`src/rtl/alu_seq_if.sv`:
```
// Operation bus between the sequencing controller (master) and alu_seq (slave).
// Carries the request, operands, result, flags and the busy/done handshake.
interface alu_seq_if #(
  parameter int unsigned WIDTH = 8
);
  logic             start;
  logic [2:0]       opcode;
  logic [WIDTH-1:0] Input1;
  logic [WIDTH-1:0] Input2;
  logic             busy;
  logic             done;
  logic [WIDTH-1:0] out;
  logic             zero_flag;
  logic             carry_flag;
  logic             overflow_flag;

  modport master (
    output start, opcode, Input1, Input2,
    input  busy, done, out, zero_flag, carry_flag, overflow_flag
  );

  modport slave (
    input  start, opcode, Input1, Input2,
    output busy, done, out, zero_flag, carry_flag, overflow_flag
  );
endinterface

```
`src/rtl/alu_seq.sv`:
```
// Registered ALU: single-cycle arithmetic/pass ops plus a WIDTH-cycle
// shift-add multiply sequenced by a two-state FSM.
module alu_seq #(
  parameter int unsigned WIDTH = 8
) (
  input  logic       clk,
  input  logic       rst,
  alu_seq_if.slave   bus
);

  localparam int unsigned PW = 2 * WIDTH;
  localparam int unsigned CW = $clog2(WIDTH + 1);
  localparam int unsigned MSB = WIDTH - 1;

  localparam logic [2:0] OP_MUL   = 3'b000;
  localparam logic [2:0] OP_ONE   = 3'b001;
  localparam logic [2:0] OP_INC   = 3'b010;
  localparam logic [2:0] OP_DEC   = 3'b011;
  localparam logic [2:0] OP_PASSA = 3'b100;
  localparam logic [2:0] OP_SUB   = 3'b101;
  localparam logic [2:0] OP_ADD   = 3'b110;
  localparam logic [2:0] OP_PASSB = 3'b111;

  typedef enum logic {
    ST_IDLE = 1'b0,
    ST_MUL  = 1'b1
  } state_t;

  state_t           r_state,  w_state_nxt;
  logic [PW-1:0]    r_mcand,  w_mcand_nxt;
  logic [WIDTH-1:0] r_mplier, w_mplier_nxt;
  logic [PW-1:0]    r_prod,   w_prod_nxt;
  logic [CW-1:0]    r_cnt,    w_cnt_nxt;
  logic [WIDTH-1:0] r_out,    w_out_nxt;
  logic             r_zero,   w_zero_nxt;
  logic             r_carry,  w_carry_nxt;
  logic             r_ovf,    w_ovf_nxt;
  logic             r_busy,   w_busy_nxt;
  logic             r_done,   w_done_nxt;

  logic [WIDTH-1:0] w_opb;
  logic [WIDTH:0]   w_sum;
  logic [WIDTH:0]   w_diff;
  logic [WIDTH-1:0] w_alu_res;
  logic             w_alu_carry;
  logic             w_alu_ovf;

  logic [PW-1:0]    w_addend;
  logic [PW-1:0]    w_prod_sum;
  logic             w_mul_last;

  // Single-cycle datapath; inc/dec reuse the adder/subtractor with B forced to 1.
  always_comb begin
    w_opb       = ((bus.opcode == OP_INC) || (bus.opcode == OP_DEC)) ?
                  WIDTH'(1) : bus.Input2;
    w_sum       = {1'b0, bus.Input1} + {1'b0, w_opb};
    w_diff      = {1'b0, bus.Input1} - {1'b0, w_opb};
    w_alu_res   = '0;
    w_alu_carry = 1'b0;
    w_alu_ovf   = 1'b0;
    case (bus.opcode)
      OP_ONE:   w_alu_res = WIDTH'(1);
      OP_INC, OP_ADD: begin
        w_alu_res   = w_sum[WIDTH-1:0];
        w_alu_carry = w_sum[WIDTH];
        w_alu_ovf   = (bus.Input1[MSB] == w_opb[MSB]) &&
                      (w_alu_res[MSB] != bus.Input1[MSB]);
      end
      OP_DEC, OP_SUB: begin
        w_alu_res   = w_diff[WIDTH-1:0];
        w_alu_carry = w_diff[WIDTH];
        w_alu_ovf   = (bus.Input1[MSB] != w_opb[MSB]) &&
                      (w_alu_res[MSB] != bus.Input1[MSB]);
      end
      OP_PASSA: w_alu_res = bus.Input1;
      OP_PASSB: w_alu_res = bus.Input2;
      default:  w_alu_res = '0;
    endcase
  end

  // Shift-add step: add the shifted multiplicand when the current multiplier LSB is set.
  always_comb begin
    w_addend   = r_mplier[0] ? r_mcand : '0;
    w_prod_sum = r_prod + w_addend;
    w_mul_last = (r_cnt == CW'(WIDTH - 1));
  end

  // Next-state and output logic.
  always_comb begin
    w_state_nxt  = r_state;
    w_mcand_nxt  = r_mcand;
    w_mplier_nxt = r_mplier;
    w_prod_nxt   = r_prod;
    w_cnt_nxt    = r_cnt;
    w_out_nxt    = r_out;
    w_zero_nxt   = r_zero;
    w_carry_nxt  = r_carry;
    w_ovf_nxt    = r_ovf;
    w_busy_nxt   = r_busy;
    w_done_nxt   = 1'b0;

    case (r_state)
      ST_IDLE: begin
        if (bus.start) begin
          if (bus.opcode == OP_MUL) begin
            w_mcand_nxt  = PW'(bus.Input1);
            w_mplier_nxt = bus.Input2;
            w_prod_nxt   = '0;
            w_cnt_nxt    = '0;
            w_busy_nxt   = 1'b1;
            w_state_nxt  = ST_MUL;
          end else begin
            w_out_nxt   = w_alu_res;
            w_zero_nxt  = (w_alu_res == '0);
            w_carry_nxt = w_alu_carry;
            w_ovf_nxt   = w_alu_ovf;
            w_done_nxt  = 1'b1;
          end
        end
      end
      ST_MUL: begin
        w_prod_nxt   = w_prod_sum;
        w_mcand_nxt  = r_mcand << 1;
        w_mplier_nxt = r_mplier >> 1;
        w_cnt_nxt    = r_cnt + CW'(1);
        if (w_mul_last) begin
          w_out_nxt   = w_prod_sum[WIDTH-1:0];
          w_zero_nxt  = (w_prod_sum[WIDTH-1:0] == '0);
          w_carry_nxt = |w_prod_sum[PW-1:WIDTH];
          w_ovf_nxt   = 1'b0;
          w_done_nxt  = 1'b1;
          w_busy_nxt  = 1'b0;
          w_state_nxt = ST_IDLE;
        end
      end
      default: w_state_nxt = ST_IDLE;
    endcase
  end

  // State and datapath registers; reset aborts any multiply in flight.
  always_ff @(posedge clk or posedge rst) begin
    if (rst) begin
      r_state  <= ST_IDLE;
      r_mcand  <= '0;
      r_mplier <= '0;
      r_prod   <= '0;
      r_cnt    <= '0;
      r_out    <= '0;
      r_zero   <= 1'b0;
      r_carry  <= 1'b0;
      r_ovf    <= 1'b0;
      r_busy   <= 1'b0;
      r_done   <= 1'b0;
    end else begin
      r_state  <= w_state_nxt;
      r_mcand  <= w_mcand_nxt;
      r_mplier <= w_mplier_nxt;
      r_prod   <= w_prod_nxt;
      r_cnt    <= w_cnt_nxt;
      r_out    <= w_out_nxt;
      r_zero   <= w_zero_nxt;
      r_carry  <= w_carry_nxt;
      r_ovf    <= w_ovf_nxt;
      r_busy   <= w_busy_nxt;
      r_done   <= w_done_nxt;
    end
  end

  assign bus.out           = r_out;
  assign bus.zero_flag     = r_zero;
  assign bus.carry_flag    = r_carry;
  assign bus.overflow_flag = r_ovf;
  assign bus.busy          = r_busy;
  assign bus.done          = r_done;

endmodule

```
`src/flat_wrapper.sv`:
```
// flat-port wrapper written by rule: the top's interface ports become plain ports
module alu_seq_flat 
#(
  parameter int unsigned WIDTH = 8
)
  (clk, rst, bus_start, bus_opcode, bus_Input1, bus_Input2, bus_busy, bus_done, bus_out, bus_zero_flag, bus_carry_flag, bus_overflow_flag);
  alu_seq_if #(.WIDTH(WIDTH)) bus_i ();
  input  logic clk;
  input  logic rst;
  input wire logic [$bits(bus_i.start)-1:0] bus_start;
  input wire logic [$bits(bus_i.opcode)-1:0] bus_opcode;
  input wire logic [$bits(bus_i.Input1)-1:0] bus_Input1;
  input wire logic [$bits(bus_i.Input2)-1:0] bus_Input2;
  output wire logic [$bits(bus_i.busy)-1:0] bus_busy;
  output wire logic [$bits(bus_i.done)-1:0] bus_done;
  output wire logic [$bits(bus_i.out)-1:0] bus_out;
  output wire logic [$bits(bus_i.zero_flag)-1:0] bus_zero_flag;
  output wire logic [$bits(bus_i.carry_flag)-1:0] bus_carry_flag;
  output wire logic [$bits(bus_i.overflow_flag)-1:0] bus_overflow_flag;
  assign bus_i.start = bus_start;
  assign bus_i.opcode = bus_opcode;
  assign bus_i.Input1 = bus_Input1;
  assign bus_i.Input2 = bus_Input2;
  assign bus_busy = bus_i.busy;
  assign bus_done = bus_i.done;
  assign bus_out = bus_i.out;
  assign bus_zero_flag = bus_i.zero_flag;
  assign bus_carry_flag = bus_i.carry_flag;
  assign bus_overflow_flag = bus_i.overflow_flag;
  alu_seq #(.WIDTH(WIDTH)) u_core (.clk(clk), .rst(rst), .bus(bus_i));
endmodule
```
`config.mk`:
```
export PLATFORM = sky130hd
export DESIGN_NAME = alu_seq_flat
export DESIGN_NICKNAME = d
export VERILOG_FILES = /design/src/rtl/alu_seq_if.sv /design/src/rtl/alu_seq.sv /design/src/flat_wrapper.sv
export SDC_FILE = /design/constraint.sdc
export NUM_CORES = 1
export LEC_CHECK = 0
export CELL_PAD_IN_SITES_DETAIL_PLACEMENT = 0
export CELL_PAD_IN_SITES_GLOBAL_PLACEMENT = 1
export CORE_MARGIN = 2
export CORE_UTILIZATION = 48
export CTS_CLUSTER_SIZE = 25
export DETAILED_ROUTE_END_ITERATION = 6
export HOLD_SLACK_MARGIN = 0.03
export PLACE_DENSITY = 0.95
export REMOVE_ABC_BUFFERS = 1
export SKIP_LAST_GASP = 1
export SLEW_MARGIN = 20
export SYNTH_ARGS = -nofsm -noshare
export SYNTH_HDL_FRONTEND = slang
export SYNTH_SLANG_ARGS = --single-unit
```
`constraint.sdc`:
```
create_clock -name clk -period 9 [get_ports clk]
set_input_delay 1.8 -clock clk [delete_from_list [all_inputs] [get_ports clk]]
set_output_delay 1.8 -clock clk [all_outputs]
set_load 0.005 [all_outputs]
```
==> After elaboration in Yosys (flattened, before gate mapping) <==
Cells that the tools add are included.
{ "word_totals": {"register_bits": 58, "inputBits": 22, "out_inout_bits": 13, "word_cells": 88} }
{ "classes": {"n_addsub": 4, "n_eq_ne": 16, "mux": 44, "n_bitwise": 1, "reduce_logical": 12} }
{ "ops": {"columns": ["cell", "count"], "rows": [
  ["16-bit two-way mux", 5],
  ["16-bit one-hot mux with 2 select lines", 2],
  ["8-bit two-way mux", 6],
  ["8-bit one-hot mux with 5 select lines", 1],
  ["8-bit one-hot mux with 2 select lines", 2],
  ["1-bit two-way mux", 17],
  ["16-bit adder", 1],
  ["8-bit logical NOT", 2],
  ["1-bit one-hot mux with 2 select lines", 8],
  ["3-bit equality test (second input constant)", 4],
  ["8-bit by 8-bit adder with 9-bit output", 1],
  ["8-bit by 8-bit subtractor with 9-bit output", 1],
  ["4-bit two-way mux", 2],
  ["4-bit one-hot mux with 2 select lines", 1],
  ["8-bit OR reduction", 1],
  ["3-bit by 2-bit equality test with 1-bit output (second input constant)", 2],
  ["2-bit != test (second input constant)", 3],
  ["3-bit AND reduction", 2],
  ["4-bit by 1-bit adder with 4-bit output (second input constant)", 1],
  ["4-bit by 3-bit equality test with 1-bit output (second input constant)", 1],
  ["2-bit OR reduction", 2],
  ["3-bit by 1-bit equality test with 1-bit output (second input constant)", 1],
  ["3-bit logical NOT", 1],
  ["1-bit != test", 3],
  ["6 further kinds", 7]
]} }

==> Depth between registers and ports, before layout <==
{ "logic_depth": {"depth_word": 10, "ltp_mapped": 13, "mapped_depth_nobuf": 12} }

==> Worst setup path after synthesis <==
OpenSTA, ideal clock, no wires.
{ "synth_timing": {"path_kind": "input -> register", "start": "input bus_opcode[1]", "end": "register u_core.r_zero (netlist: u_core.bus.zero_flag)", "setup_ns": 0.095, "arrival_ns": 4.136, "required_ns": 8.905, "slack_ns": 4.769, "stages": 13, "path_buffers": 1, "cell_sequence": "buf_2 nor2b_1 or2_2 ha_1 inv_1 fa_1 a21o_1 a21o_1 a31o_2 a32o_1 o32ai_1 nand4_1 o31ai_1"} }
{ "synth_between": {"elab_chain_len": 9, "word_cells_on_any_way": 21, "cone_classes": "add/sub: 2; eq/ne: 8; mux: 5; reduce/logical: 6"} }
{ "synth_rtl": {"columns": ["element", "line_no", "source"], "rows": [
  ["from (decl)", "flat_wrapper.sv:11", "input wire logic [$bits(bus_i.opcode)-1:0] bus_opcode;"],
  ["3-bit by 2-bit equality test with 1-bit output", "alu_seq.sv:54, alu_seq.sv:61", null],
  ["1-bit logical OR", "alu_seq.sv:54", "w_opb = ((bus.opcode == OP_INC) || (bus.opcode == OP_DEC)) ?"],
  ["8-bit two-way mux", "alu_seq.sv:54", null],
  ["8-bit by 8-bit subtractor with 9-bit output / 8-bit by 8-bit adder with 9-bit output (equally long branches)", "alu_seq.sv:57, alu_seq.sv:56", null],
  ["8-bit one-hot mux with 5 select lines", "alu_seq.sv:61", "case (bus.opcode)"],
  ["8-bit logical NOT", "alu_seq.sv:114", "w_zero_nxt = (w_alu_res == '0);"],
  ["1-bit two-way mux", "alu_seq.sv:105", "if (bus.opcode == OP_MUL) begin"],
  ["1-bit two-way mux", "alu_seq.sv:104", "if (bus.start) begin"],
  ["1-bit one-hot mux with 2 select lines", "alu_seq.sv:102", "case (r_state)"],
  ["to (signal assigned)", "alu_seq.sv:161", "r_zero <= w_zero_nxt;"],
  ["to (decl)", "alu_seq.sv:35", "logic r_zero, w_zero_nxt;"]
]} }
Several ways; a longest one is shown, not always the timed one. The select of a mux whose other input is x is not followed.
A chain may end at the register's enable or synchronous reset.

==> Worst setup path after layout <==
Same ends and word-level chain as after synthesis.

==> impl_results.md <==
* Ratio of cells with drive above 1 in the final layout at just over 7%
* EDFF count, synth at 0
* Antenna diode count at 0
* Worst-Skew Late Latency at 340 ps
* Die height at 99.8 um
* Worst Path Arrival at 5390 ps
* Fraction of registers with async set/reset at between 90% and 100%
* Initial antenna violation count at 0
* # Max-Cap Violations at 0
* Htree depth at 3
* Post-synth top cells: nand2_1 (83), dfrtp_1 (58), o21ai_0 (53), ha_1 (34), a21oi_1 (29)
* Worst hold slack at 482 ps
* Clk buf depth at 2
* Starting DRT DRC Count at 303
* Final core occ at 56.6%
* Most common cell in the netlist: nand2_1
* Startpoint Class: input pin
* Average wire per standard cell at between 15 and 20 um
* Slew @ Worst Pin at 763 ps
* Endpoints failing hold at 0
* Crit Path Category: in -> reg
* Nets@finish at 606
* Slew headroom at 49.1%
* Post-Synthesis Cells at 524
* Yosys top cell by area: dfrtp_1
* TritonCTS clock tree: yes
* DRC Markers at 0
* CP max FO at 19
* Largest net degree at the start of global routing at 74
* Clock network power share at 20.3%
* Final setup violation count at 0
* Post-Place Worst Slack at 3550 ps
* Post-route ant nets at 0
* Post-synth top area share at 32.9%
* Max VDD drop at 0.123 mV
* Comb pwr share at 42.6%
* Mean post-synth cell area at ~8.4 um2
* Fraction of power spent switching nets at 39.9%
* CTS Buf Count at 9
* FF-to-FF Start: u_core.r_mplier[0]$_DFFE_PP0P_
* Min Tclk post-route at 5160 ps
* Post-synthesis cell type count at 60
* Status: complete, no violations
* Post-synth top flop: dfrtp_1
* Die Wd at 99.8 um
* Yosys warns at 0
* First-pass GRT wire length at around 19 mm
* LEAKAGE at 2.25 nW
* Critical Path RT at 9230 ps
* Vias in the first global route at around 3,700
* Multi-input logic area at about 2800 um2
* DRT Pass-1 Iters at 5
* Clock skew at roughly 5.3 ps
* Count of pins over their slew limit at 0
* # Post-CTS Setup Buffers at 0
* Number of synthesized register bits at 58
* Power Total at between 1 and 1.5 mW
* CTS root buf: clkbuf_8
* Layout area overhead at 13.0%
* IO Pins at 35
* Starting Density at 50.1%
* Pwr/cell area at roughly 230 nW/um2
* Via count at 4,008
* DIE AREA at 9970 um2
* Net Sw Power at 0.454 mW
* Core region area at 8810 um2
* RSZ-0062 raised after global routing: false
* Period Utilization, post-route at 57.4%
* Final WL at 11.4 mm
* Via density at 6.08
* Internal power at 0.685 mW
* PostCTS Resize Cnt at 0
* Rows at 34
* Hold wc startpoint: u_core.bus.out[1]$_DFFE_PP0P_
* Dominant cells by area after synthesis: dfrtp_1 (33%), ha_1 (9.6%), nand2_1 (7.1%), o21ai_0 (6.0%), mux2i_1 (3.9%)
* Worst hold path type: reg -> reg
* Min setup slack post-route at 3840 ps
* Placer Congestion at roughly 0.93
* DP Wirelength at about 8.4 mm
* Gr ovfl total at 0
* Mapped cell area at between 4000 and 5000 um2
* CTS Hold Bufs at 0
* Global Route Usage Sum at a little under a quarter
* CTS sink cnt at 58
* Crit. Startpoint: bus_opcode[1]
* Sequential fraction of the synthesis area at 32.9%
* Fillers at 791
* Final setup TNS at 0 ps
* Max Clock Freq at 0.194 GHz
* Share of power burned in registers at 37.2%
* Storage element area at 1450 um2
* IO Port Bufs at 34
* Clock transition at path regs at 60 ps
* Setup crit end kind: flip-flop
==> worst max-delay path: stages <==
cell	delay, ps
clkdlybuf4s50_1	870
nor2b_1	420
or2_2	210
ha_1	140
inv_1	50
fa_1	400
a21o_1	180
a21o_1	200
a31o_2	280
a32o_1	230
o32ai_1	180
nand4_1	150
o31ai_1	270
==> metal layers <==
layer | track usage [%] | vias to the layer above | share of wire [%]
met3 | 3.27 | 16 | 5.2
li1 | - | 1950 | -
met1 | 36.5 | 1902 | 50
met2 | 34.3 | 140 | 44
met4 | 7.48 | 0 | 1.6
met5 | 0 | - | 0
==> sequential cells by signal, indices dropped and copies added (netlist names) <==
name	count
u_core.bus.busy	1
u_core.bus.carry_flag	1
u_core.bus.done	1
u_core.bus.out	8
u_core.bus.overflow_flag	1
u_core.bus.zero_flag	1
u_core.r_cnt	4
u_core.r_mcand	16
u_core.r_mplier	8
u_core.r_prod	16
u_core.r_state	1
==> layout make-up <==
cell class | instances | area share, %
clock inverter | 4 | 0.904
clock buffer | 11 | 2.64
tap | 108 | 2.71
sequential | 58 | 29.1
timing repair buffer | 37 | 7.28
inverter | 21 | 1.58
multi-input combinational | 420 | 55.7
==> power groups by stage <==
stage               combinational (mW)  clock (mW)  sequential, mW
finish                           0.485       0.231           0.423
global route                     0.543       0.246           0.435
CTS                              0.482       0.235           0.423
detailed placement               0.480           0           0.427
global placement                 0.466           0           0.423
floorplan                        0.290           0           0.435
==> placed cells by master, fill, tap and decap left out, drive strengths merged, types with 13 or more instances in the layout <==
cell           netlist  final
inv                 21     21
and2                18     18
mux2i               17     17
nand2               83     83
a21oi               29     29
o21ai               57     57
nand3               13     13
ha                  34     34
dfrtp               58     58
nor2                22     22
clkdlybuf4s50        0     34
==> cell families (layout without fill, tap and decap cells) <==
group / Yosys count / after routing / share of synthesized area [%]
AOI/OAI and AO/OA: 168 / 168 / 25.3
xor gates and xnor gates: 14 / 14 / 2.78
adders and majority gates: 37 / 37 / 11.0
buffers and inverters: 46 / 73 / 4.09
DFF: 58 / 58 / 32.9
muxes: 19 / 19 / 4.37
and+or+nand+nor: 182 / 182 / 19.5
==> through the flow <==
stage	std cells	instance area, um2
floorplan	499	4310
global placement	644	4810
detailed placement	644	4810
CTS	659	4980
global route	659	4980
finish	659	4980
==> worst paths after layout <==
path	slack (ps)	cells after the start	to
worst min-delay path	480	2	u_core.bus.out[1]$_DFFE_PP0P_
worst max-delay path	3840	13	u_core.bus.zero_flag$_DFFE_PP0P_
min in group asynchronous	1990	3	u_core.bus.busy$_DFFE_PP0P_
worst max register to register	5530	10	u_core.bus.carry_flag$_DFFE_PP0P_
worst min register to register	480	2	u_core.bus.out[1]$_DFFE_PP0P_
max in group asynchronous	6490	3	u_core.r_state$_DFF_PP0_
Power figures use the tool's default switching activity.
